$ cat config.mk
export PLATFORM = sky130hd
export DESIGN_NAME = engine_mode_sequencer_flat
export DESIGN_NICKNAME = d
export VERILOG_FILES = /design/src/rtl/engine_mode_sequencer_if.sv /design/src/rtl/engine_mode_sequencer.sv /design/src/flat_wrapper.sv
export SDC_FILE = /design/constraint.sdc
export NUM_CORES = 1
export LEC_CHECK = 0
export ABC_AREA = 1
export BUFFER_PORTS_ARGS = -buffer_cell sky130_fd_sc_hd__buf_2
export CAP_MARGIN = 0
export CORE_UTILIZATION = 40
export CTS_CLUSTER_SIZE = 20
export DETAILED_ROUTE_END_ITERATION = 12
export MAX_ROUTING_LAYER = met4
export PLACE_DENSITY = 0.72
export SETUP_SLACK_MARGIN = 0.5
export SLEW_MARGIN = 20
export SYNTH_ARGS = -nofsm -noshare
export SYNTH_HDL_FRONTEND = slang
export SYNTH_SLANG_ARGS = --single-unit
export TNS_END_PERCENT = 50
$ cat constraint.sdc
create_clock -name clk -period 4.52 [get_ports clk]
set_clock_uncertainty 0.2 [all_clocks]
set_input_delay 0.904 -clock clk [delete_from_list [all_inputs] [get_ports clk]]
set_output_delay 0.904 -clock clk [all_outputs]
set_load 0.02 [all_outputs]
$ cat src/rtl/engine_mode_sequencer_if.sv
// Handshake/status bundle between the mode sequencer and the engines around it.
// The master side drives start/done/ack; the sequencer (slave) drives modes and enables.
interface engine_mode_sequencer_if #(
  parameter int NUM_ENG = 3,
  parameter int MODE_W  = $clog2(NUM_ENG + 3)
);
  logic                start;
  logic [NUM_ENG-1:0]  skip_mask;
  logic                mem_done;
  logic [NUM_ENG-1:0]  eng_done;
  logic                disp_ack;
  logic [MODE_W-1:0]   mode_num;
  logic                en_mem;
  logic [NUM_ENG-1:0]  en_eng;
  logic                en_disp;
  logic                busy;
  logic                run_done;
  logic                timeout_err;
  logic [MODE_W-1:0]   err_mode;

  modport master (
    output start, skip_mask, mem_done, eng_done, disp_ack,
    input  mode_num, en_mem, en_eng, en_disp, busy, run_done, timeout_err, err_mode
  );

  modport slave (
    input  start, skip_mask, mem_done, eng_done, disp_ack,
    output mode_num, en_mem, en_eng, en_disp, busy, run_done, timeout_err, err_mode
  );
endinterface

$ cat src/rtl/engine_mode_sequencer.sv
// Steps MEM -> unskipped engines -> DISP on done handshakes, with a per-mode watchdog
// that forces the normal advance and records the first mode that timed out.
module engine_mode_sequencer #(
  parameter int NUM_ENG = 3,
  parameter int TO_W    = 8,
  parameter int TIMEOUT = 200
) (
  input logic                    clk,
  input logic                    rst,
  engine_mode_sequencer_if.slave bus
);
  localparam int MODE_W = $clog2(NUM_ENG + 3);

  localparam logic [MODE_W-1:0] S_IDLE = MODE_W'(0);
  localparam logic [MODE_W-1:0] S_MEM  = MODE_W'(1);
  localparam logic [MODE_W-1:0] S_DISP = MODE_W'(NUM_ENG + 2);
  localparam logic [TO_W-1:0]   WD_LAST = TO_W'(TIMEOUT - 1);
  localparam logic [TO_W-1:0]   WD_MAX  = {TO_W{1'b1}};

  logic [MODE_W-1:0]  mode_r;
  logic [NUM_ENG-1:0] mask_r;
  logic [TO_W-1:0]    wd_r;
  logic               en_mem_r;
  logic [NUM_ENG-1:0] en_eng_r;
  logic               en_disp_r;
  logic               busy_r;
  logic               run_done_r;
  logic               err_r;
  logic [MODE_W-1:0]  err_mode_r;

  logic               done_s;
  logic               expire_s;
  logic               advance_s;
  logic               forced_s;
  logic [MODE_W-1:0]  next_s;

  // Lowest unskipped engine at or above 'first', or DISP when none remain.
  function automatic logic [MODE_W-1:0] next_engine(input logic [NUM_ENG-1:0] mask,
                                                    input int first);
    logic [MODE_W-1:0] m;
    m = S_DISP;
    for (int j = NUM_ENG - 1; j >= 0; j--) begin
      m = ((j >= first) && !mask[j]) ? MODE_W'(j + 2) : m;
    end
    return m;
  endfunction

  function automatic logic [NUM_ENG-1:0] eng_onehot(input logic [MODE_W-1:0] m);
    logic [NUM_ENG-1:0] oh;
    for (int k = 0; k < NUM_ENG; k++) begin
      oh[k] = (m == MODE_W'(k + 2));
    end
    return oh;
  endfunction

  // Select the handshake relevant to the current mode and the mode that follows it.
  always_comb begin
    done_s = 1'b0;
    next_s = S_IDLE;
    case (mode_r)
      S_IDLE: begin
        done_s = bus.start;
        next_s = S_MEM;
      end
      S_MEM: begin
        done_s = bus.mem_done;
        next_s = next_engine(mask_r, 0);
      end
      S_DISP: begin
        done_s = bus.disp_ack;
        next_s = S_IDLE;
      end
      default: begin
        for (int k = 0; k < NUM_ENG; k++) begin
          done_s = (mode_r == MODE_W'(k + 2)) ? bus.eng_done[k] : done_s;
          next_s = (mode_r == MODE_W'(k + 2)) ? next_engine(mask_r, k + 1) : next_s;
        end
      end
    endcase
    expire_s  = (mode_r != S_IDLE) && (wd_r == WD_LAST);
    advance_s = done_s || expire_s;
    forced_s  = expire_s && !done_s;
  end

  // Mode register, watchdog, decoded enables and error capture.
  always_ff @(posedge clk or negedge rst) begin
    if (!rst) begin
      mode_r     <= S_IDLE;
      mask_r     <= '0;
      wd_r       <= '0;
      en_mem_r   <= 1'b0;
      en_eng_r   <= '0;
      en_disp_r  <= 1'b0;
      busy_r     <= 1'b0;
      run_done_r <= 1'b0;
      err_r      <= 1'b0;
      err_mode_r <= '0;
    end else begin
      run_done_r <= 1'b0;
      if (advance_s) begin
        mode_r     <= next_s;
        wd_r       <= '0;
        en_mem_r   <= (next_s == S_MEM);
        en_eng_r   <= eng_onehot(next_s);
        en_disp_r  <= (next_s == S_DISP);
        busy_r     <= (next_s != S_IDLE);
        run_done_r <= (mode_r == S_DISP);
      end else if ((mode_r != S_IDLE) && (wd_r != WD_MAX)) begin
        wd_r <= wd_r + TO_W'(1);
      end else begin
        wd_r <= wd_r;
      end

      // Only the first expiry since the accepted start names the failing mode.
      if ((mode_r == S_IDLE) && bus.start) begin
        mask_r     <= bus.skip_mask;
        err_r      <= 1'b0;
        err_mode_r <= '0;
      end else if (forced_s) begin
        err_r      <= 1'b1;
        err_mode_r <= err_r ? err_mode_r : mode_r;
      end else begin
        err_r      <= err_r;
        err_mode_r <= err_mode_r;
      end
    end
  end

  assign bus.mode_num    = mode_r;
  assign bus.en_mem      = en_mem_r;
  assign bus.en_eng      = en_eng_r;
  assign bus.en_disp     = en_disp_r;
  assign bus.busy        = busy_r;
  assign bus.run_done    = run_done_r;
  assign bus.timeout_err = err_r;
  assign bus.err_mode    = err_mode_r;
endmodule

$ cat src/flat_wrapper.sv
// flat-port wrapper written by rule: the top's interface ports become plain ports
module engine_mode_sequencer_flat 
#(
  parameter int NUM_ENG = 3,
  parameter int TO_W    = 8,
  parameter int TIMEOUT = 200
)
  (clk, rst, bus_start, bus_skip_mask, bus_mem_done, bus_eng_done, bus_disp_ack, bus_mode_num, bus_en_mem, bus_en_eng, bus_en_disp, bus_busy, bus_run_done, bus_timeout_err, bus_err_mode);
  engine_mode_sequencer_if #(.NUM_ENG(NUM_ENG)) bus_i ();
  input logic clk;
  input logic rst;
  input wire logic [$bits(bus_i.start)-1:0] bus_start;
  input wire logic [$bits(bus_i.skip_mask)-1:0] bus_skip_mask;
  input wire logic [$bits(bus_i.mem_done)-1:0] bus_mem_done;
  input wire logic [$bits(bus_i.eng_done)-1:0] bus_eng_done;
  input wire logic [$bits(bus_i.disp_ack)-1:0] bus_disp_ack;
  output wire logic [$bits(bus_i.mode_num)-1:0] bus_mode_num;
  output wire logic [$bits(bus_i.en_mem)-1:0] bus_en_mem;
  output wire logic [$bits(bus_i.en_eng)-1:0] bus_en_eng;
  output wire logic [$bits(bus_i.en_disp)-1:0] bus_en_disp;
  output wire logic [$bits(bus_i.busy)-1:0] bus_busy;
  output wire logic [$bits(bus_i.run_done)-1:0] bus_run_done;
  output wire logic [$bits(bus_i.timeout_err)-1:0] bus_timeout_err;
  output wire logic [$bits(bus_i.err_mode)-1:0] bus_err_mode;
  assign bus_i.start = bus_start;
  assign bus_i.skip_mask = bus_skip_mask;
  assign bus_i.mem_done = bus_mem_done;
  assign bus_i.eng_done = bus_eng_done;
  assign bus_i.disp_ack = bus_disp_ack;
  assign bus_mode_num = bus_i.mode_num;
  assign bus_en_mem = bus_i.en_mem;
  assign bus_en_eng = bus_i.en_eng;
  assign bus_en_disp = bus_i.en_disp;
  assign bus_busy = bus_i.busy;
  assign bus_run_done = bus_i.run_done;
  assign bus_timeout_err = bus_i.timeout_err;
  assign bus_err_mode = bus_i.err_mode;
  engine_mode_sequencer #(.NUM_ENG(NUM_ENG), .TO_W(TO_W), .TIMEOUT(TIMEOUT)) u_core (.clk(clk), .rst(rst), .bus(bus_i));
endmodule
==> impl_summary.txt <==
----------------------------------------------------
[Final layout]
  Number of inserted diodes ... 0
  Final std cells w/o fill ... 251
  Share of post-route cells with drive strength above 1 ... 0.239
  Commonest non-fill, non-tap cells in the layout ... sky130_fd_sc_hd__nand2_1 (52), sky130_fd_sc_hd__dfrtp_1 (25), sky130_fd_sc_hd__buf_2 (24), sky130_fd_sc_hd__nor2_1 (22), sky130_fd_sc_hd__nand3_1 (19)
  Filler Cells Inserted ... 353
  Final nets ... 218
  Relative area change from synthesis to final layout ... 11.2%
  Leading cell type in the layout, fill and taps excluded ... sky130_fd_sc_hd__nand2_1
  FF/Latch Area ... 626 um2
  Area taken by multi-input logic gates ... 664 um2

[STA]
  Ratio of final minimum period to clock period ... 0.509
  Measured slew at the worst slew-check pin ... 0.565 ns
  Post-route setup slack ... 2.22 ns
  Relative slew margins ... 0.623
  Hold Violations, Final ... 0
  Unrepaired setup endpoints after global routing ... false
  Final critical path time including I/O delays and setup ... 2.30 ns
  Aggregate negative setup slack ... 0 ns
  Final count of pins violating max slew ... 0
  # setup viols final ... 0
  Achievable frequency ... 0.435 GHz

[Critical path]
  Origin of the critical flop-to-flop path ... u_core.bus.mode_num[0]$_DFFE_PN0N_
  Crit path launch type ... flip-flop
  Worst path buffer plus inverter count ... 1
  Largest stage delay on the critical path ... 0.64 ns
  Critical path class ... reg -> out
  Worst setup EP type ... output pin
  Worst reg-to-reg path cell count ... 9
  Data arrival, critical path ... 1.19 ns
  Endpoint of the worst-slack reg-to-reg timing path ... u_core.wd_r[2]$_DFFE_PN0P_
  Cell chain of the critical path ... buf_2
  Maximum net fanout on the critical path ... 13
  Top delay family on crit path ... flip-flops
  Register-to-register setup slack ... 2.40 ns
  CP max stage cell ... sky130_fd_sc_hd__dfrtp_1
  CP Data Required Time ... 3.42 ns

[CTS]
  CTS tree ... yes
  # H-tree levels ... 1
  Total of cells resized after clock tree synthesis ... 0
  Clock Tree Root ... sky130_fd_sc_hd__clkbuf_4
  Cts-stage hold buffer count ... 0
  Maximum clock insertion buffer count ... 2
  Worst-skew pair later-pin latency ... 0.31 ns
  TritonCTS sink count ... 25
  Clock transition at the registers of the reported paths ... 0.14 ns
  Num CTS Buffers ... 3
  Number of setup buffers added after CTS ... 0

[Die]
  Top-Level Pins ... 25
  Die footprint ... 3770 um2
  Placeable Area ... 3360 um2
  Die width ... 61.4 um
  Count of standard-cell rows ... 21
  Vert. Die Dim ... 61.4 um
  Starting utilization of the core area ... 0.420

[Routing]
  Average wire per cell in the routed design ... 11.5 um
  Antenna violation net count after detailed routing ... 0
  Routed metal-1 wirelength ... 1450 um
  Met2 WL post-DR ... 1310 um
  Sum of routed wire length over all layers ... 2880 um
  Post-DR vias/cell ... 4.81
  Total number of vias ... 1207
  Remaining design rule violation count ... 0
  Number of DRC markers in iteration 0 ... 31
  Highest routed layer ... met4
  Iteration count of the initial detailed-routing pass ... 4
  Total met3 wirelength after detailed routing ... 91 um

[Yosys]
  FF+latch count, synth ... 25
  Number of different library cells in the post-synthesis netlist ... 26
  Cell area after technology mapping ... 1410 um2
  Leading post-synthesis cells by cell area ... sky130_fd_sc_hd__dfrtp_1 (44%), sky130_fd_sc_hd__nand2_1 (14%), sky130_fd_sc_hd__nand3_1 (6.7%)
  Mapped Cells ... 181
  Top cell type's share of synthesized area ... 0.443
  Fraction of the mapped netlist area in adder cells ... 0.00886
  Share of the synthesized area in compound gates (AO/OA/AOI/OAI) ... 0.0673
  Dominant combinational cell family by area after synthesis ... simple AND/OR/NAND/NOR gates
  Xor/xnor share of the synthesized area ... 0.0186
  Syn Nets ... 193
  Yosys top cell by area ... sky130_fd_sc_hd__dfrtp_1
  Portion of the post-synthesis area used by sequential elements ... 0.443
  Simple-gate area share of the yosys netlist ... 0.376
  Mean instance size in the synthesized netlist ... 7.80 um2
  Multiplexer area fraction after synthesis ... 0
  Synth Warn # ... 0

[GRT]
  Global-route wire length before repair ... 4760 um
  GRT Residual Overflow ... 0
  Maximum number of pins on one net before global-route repair ... 26
  Global router's overall resource usage ... 0.178
  Antenna violations before repair ... 0
  Vias in the first global route ... 1098

[Hold path]
  Worst hold path endpoint ... u_core.bus.en_eng[1]$_DFFE_PN0N_
  Worst min-delay path category ... reg -> reg
  Cell count of the worst hold path ... 2
  Hold wc startpoint ... u_core.bus.en_eng[1]$_DFFE_PN0N_

[Flow run]
  Maximum capacitance violations ... 0

[Run status]
  Run status ... finished clean

[Place]
  Setup WS pre-CTS ... 2.13 ns
  HPWL Detailed ... 2160 um
  Number of placed instances, taps included ... 247
  # port buffers ... 24
  GP Congestion ... 0.907

[Pwr]
  Leakage ... 0.000864 uW
  Power per unit of standard cell area ... 624 nW/um2
  Peak VDD IR ... 0.365 mV

----------------------------------------------------
synth_stat cells:
library cell                n
sky130_fd_sc_hd__o21ai_1    2
sky130_fd_sc_hd__nand4_1    3
sky130_fd_sc_hd__nand2_1   52
sky130_fd_sc_hd__o21bai_1   1
sky130_fd_sc_hd__nand3_4    1
sky130_fd_sc_hd__nor3_1     1
sky130_fd_sc_hd__o21ai_0    4
sky130_fd_sc_hd__nand2_4    1
sky130_fd_sc_hd__nand3_2    3
sky130_fd_sc_hd__nor3_2     1
sky130_fd_sc_hd__o21ai_2    3
sky130_fd_sc_hd__ha_1       1
sky130_fd_sc_hd__inv_2      3
sky130_fd_sc_hd__clkbuf_8   1
sky130_fd_sc_hd__a21oi_2    1
sky130_fd_sc_hd__nor2_2     4
sky130_fd_sc_hd__nand2_2    4
sky130_fd_sc_hd__nand3b_1   2
sky130_fd_sc_hd__dfrtp_1   25
sky130_fd_sc_hd__nand3_1   19
sky130_fd_sc_hd__buf_6      3
sky130_fd_sc_hd__nor2_1    22
sky130_fd_sc_hd__inv_1     17
sky130_fd_sc_hd__xor2_1     3
sky130_fd_sc_hd__o21a_1     1
sky130_fd_sc_hd__a21oi_1    3
kinds of logic after synthesis:
| group | Yosys count |
|---|---|
| adder cells (fa/ha/maj) | 1 |
| AND/OR/NAND/NOR | 113 |
| flip-flops | 25 |
| AO/OA/AOI/OAI | 15 |
| buffers and inverters | 24 |
| XOR/XNOR | 3 |
per-layer routing:
layer,global-route usage,vias to the layer above
met5,-,-
met4,0.0571,0
met3,0.0252,2
met2,0.272,27
met1,0.245,553
li1,-,625
power breakdown:
part           internal (uW)  switching [uW]  total (uW)
logic                    158             354         512
clock network           33.0            65.5        98.5
registers                297            72.8         369
total                    487             492         980
worst max path at each step:
stage	startpoint	end	slack [ns]	depth (start not counted)
after detailed placement	bus_eng_done[1]	u_core.wd_r[2]$_DFFE_PN0P_	2.13	10
after CTS	u_core.bus.mode_num[0]$_DFFE_PN0N_	bus_mode_num[0]	2.22	1
after floorplan	bus_eng_done[1]	u_core.bus.mode_num[1]$_DFFE_PN0N_	2.60	10
after global routing	u_core.bus.mode_num[0]$_DFFE_PN0N_	bus_mode_num[0]	2.14	1
after global placement	bus_eng_done[1]	u_core.wd_r[2]$_DFFE_PN0P_	2.22	10
final	u_core.bus.mode_num[0]$_DFFE_PN0N_	bus_mode_num[0]	2.22	1
state kept, by name, summed over array words and instances (netlist names):
name	cells
u_core.bus.busy	1
u_core.bus.run_done	1
u_core.bus.en_mem	1
u_core.bus.err_mode	3
u_core.bus.en_disp	1
u_core.wd_r	8
u_core.mask_r	3
u_core.bus.mode_num	3
u_core.bus.timeout_err	1
u_core.bus.en_eng	3
per-stage QoR:
step	cell area, um2	hold slack, ns	utilization	total power, uW
final	1570	0.298	0.467	980
after global routing	1570	0.309	0.467	1070
after CTS	1570	0.301	0.467	991
after detailed placement	1540	0.267	0.459	887
after global placement	1540	0.263	0.459	873
after floorplan	1410	0.293	-	792
final cells by class:
type | count | area share
sequential | 25 | 0.398
tap | 46 | 0.0367
multi-input combinational | 132 | 0.423
inverter | 20 | 0.0478
timing repair buffer | 24 | 0.0765
clock buffer | 3 | 0.0143
clock inverter | 1 | 0.00319
(Power assumes the default switching activity.)
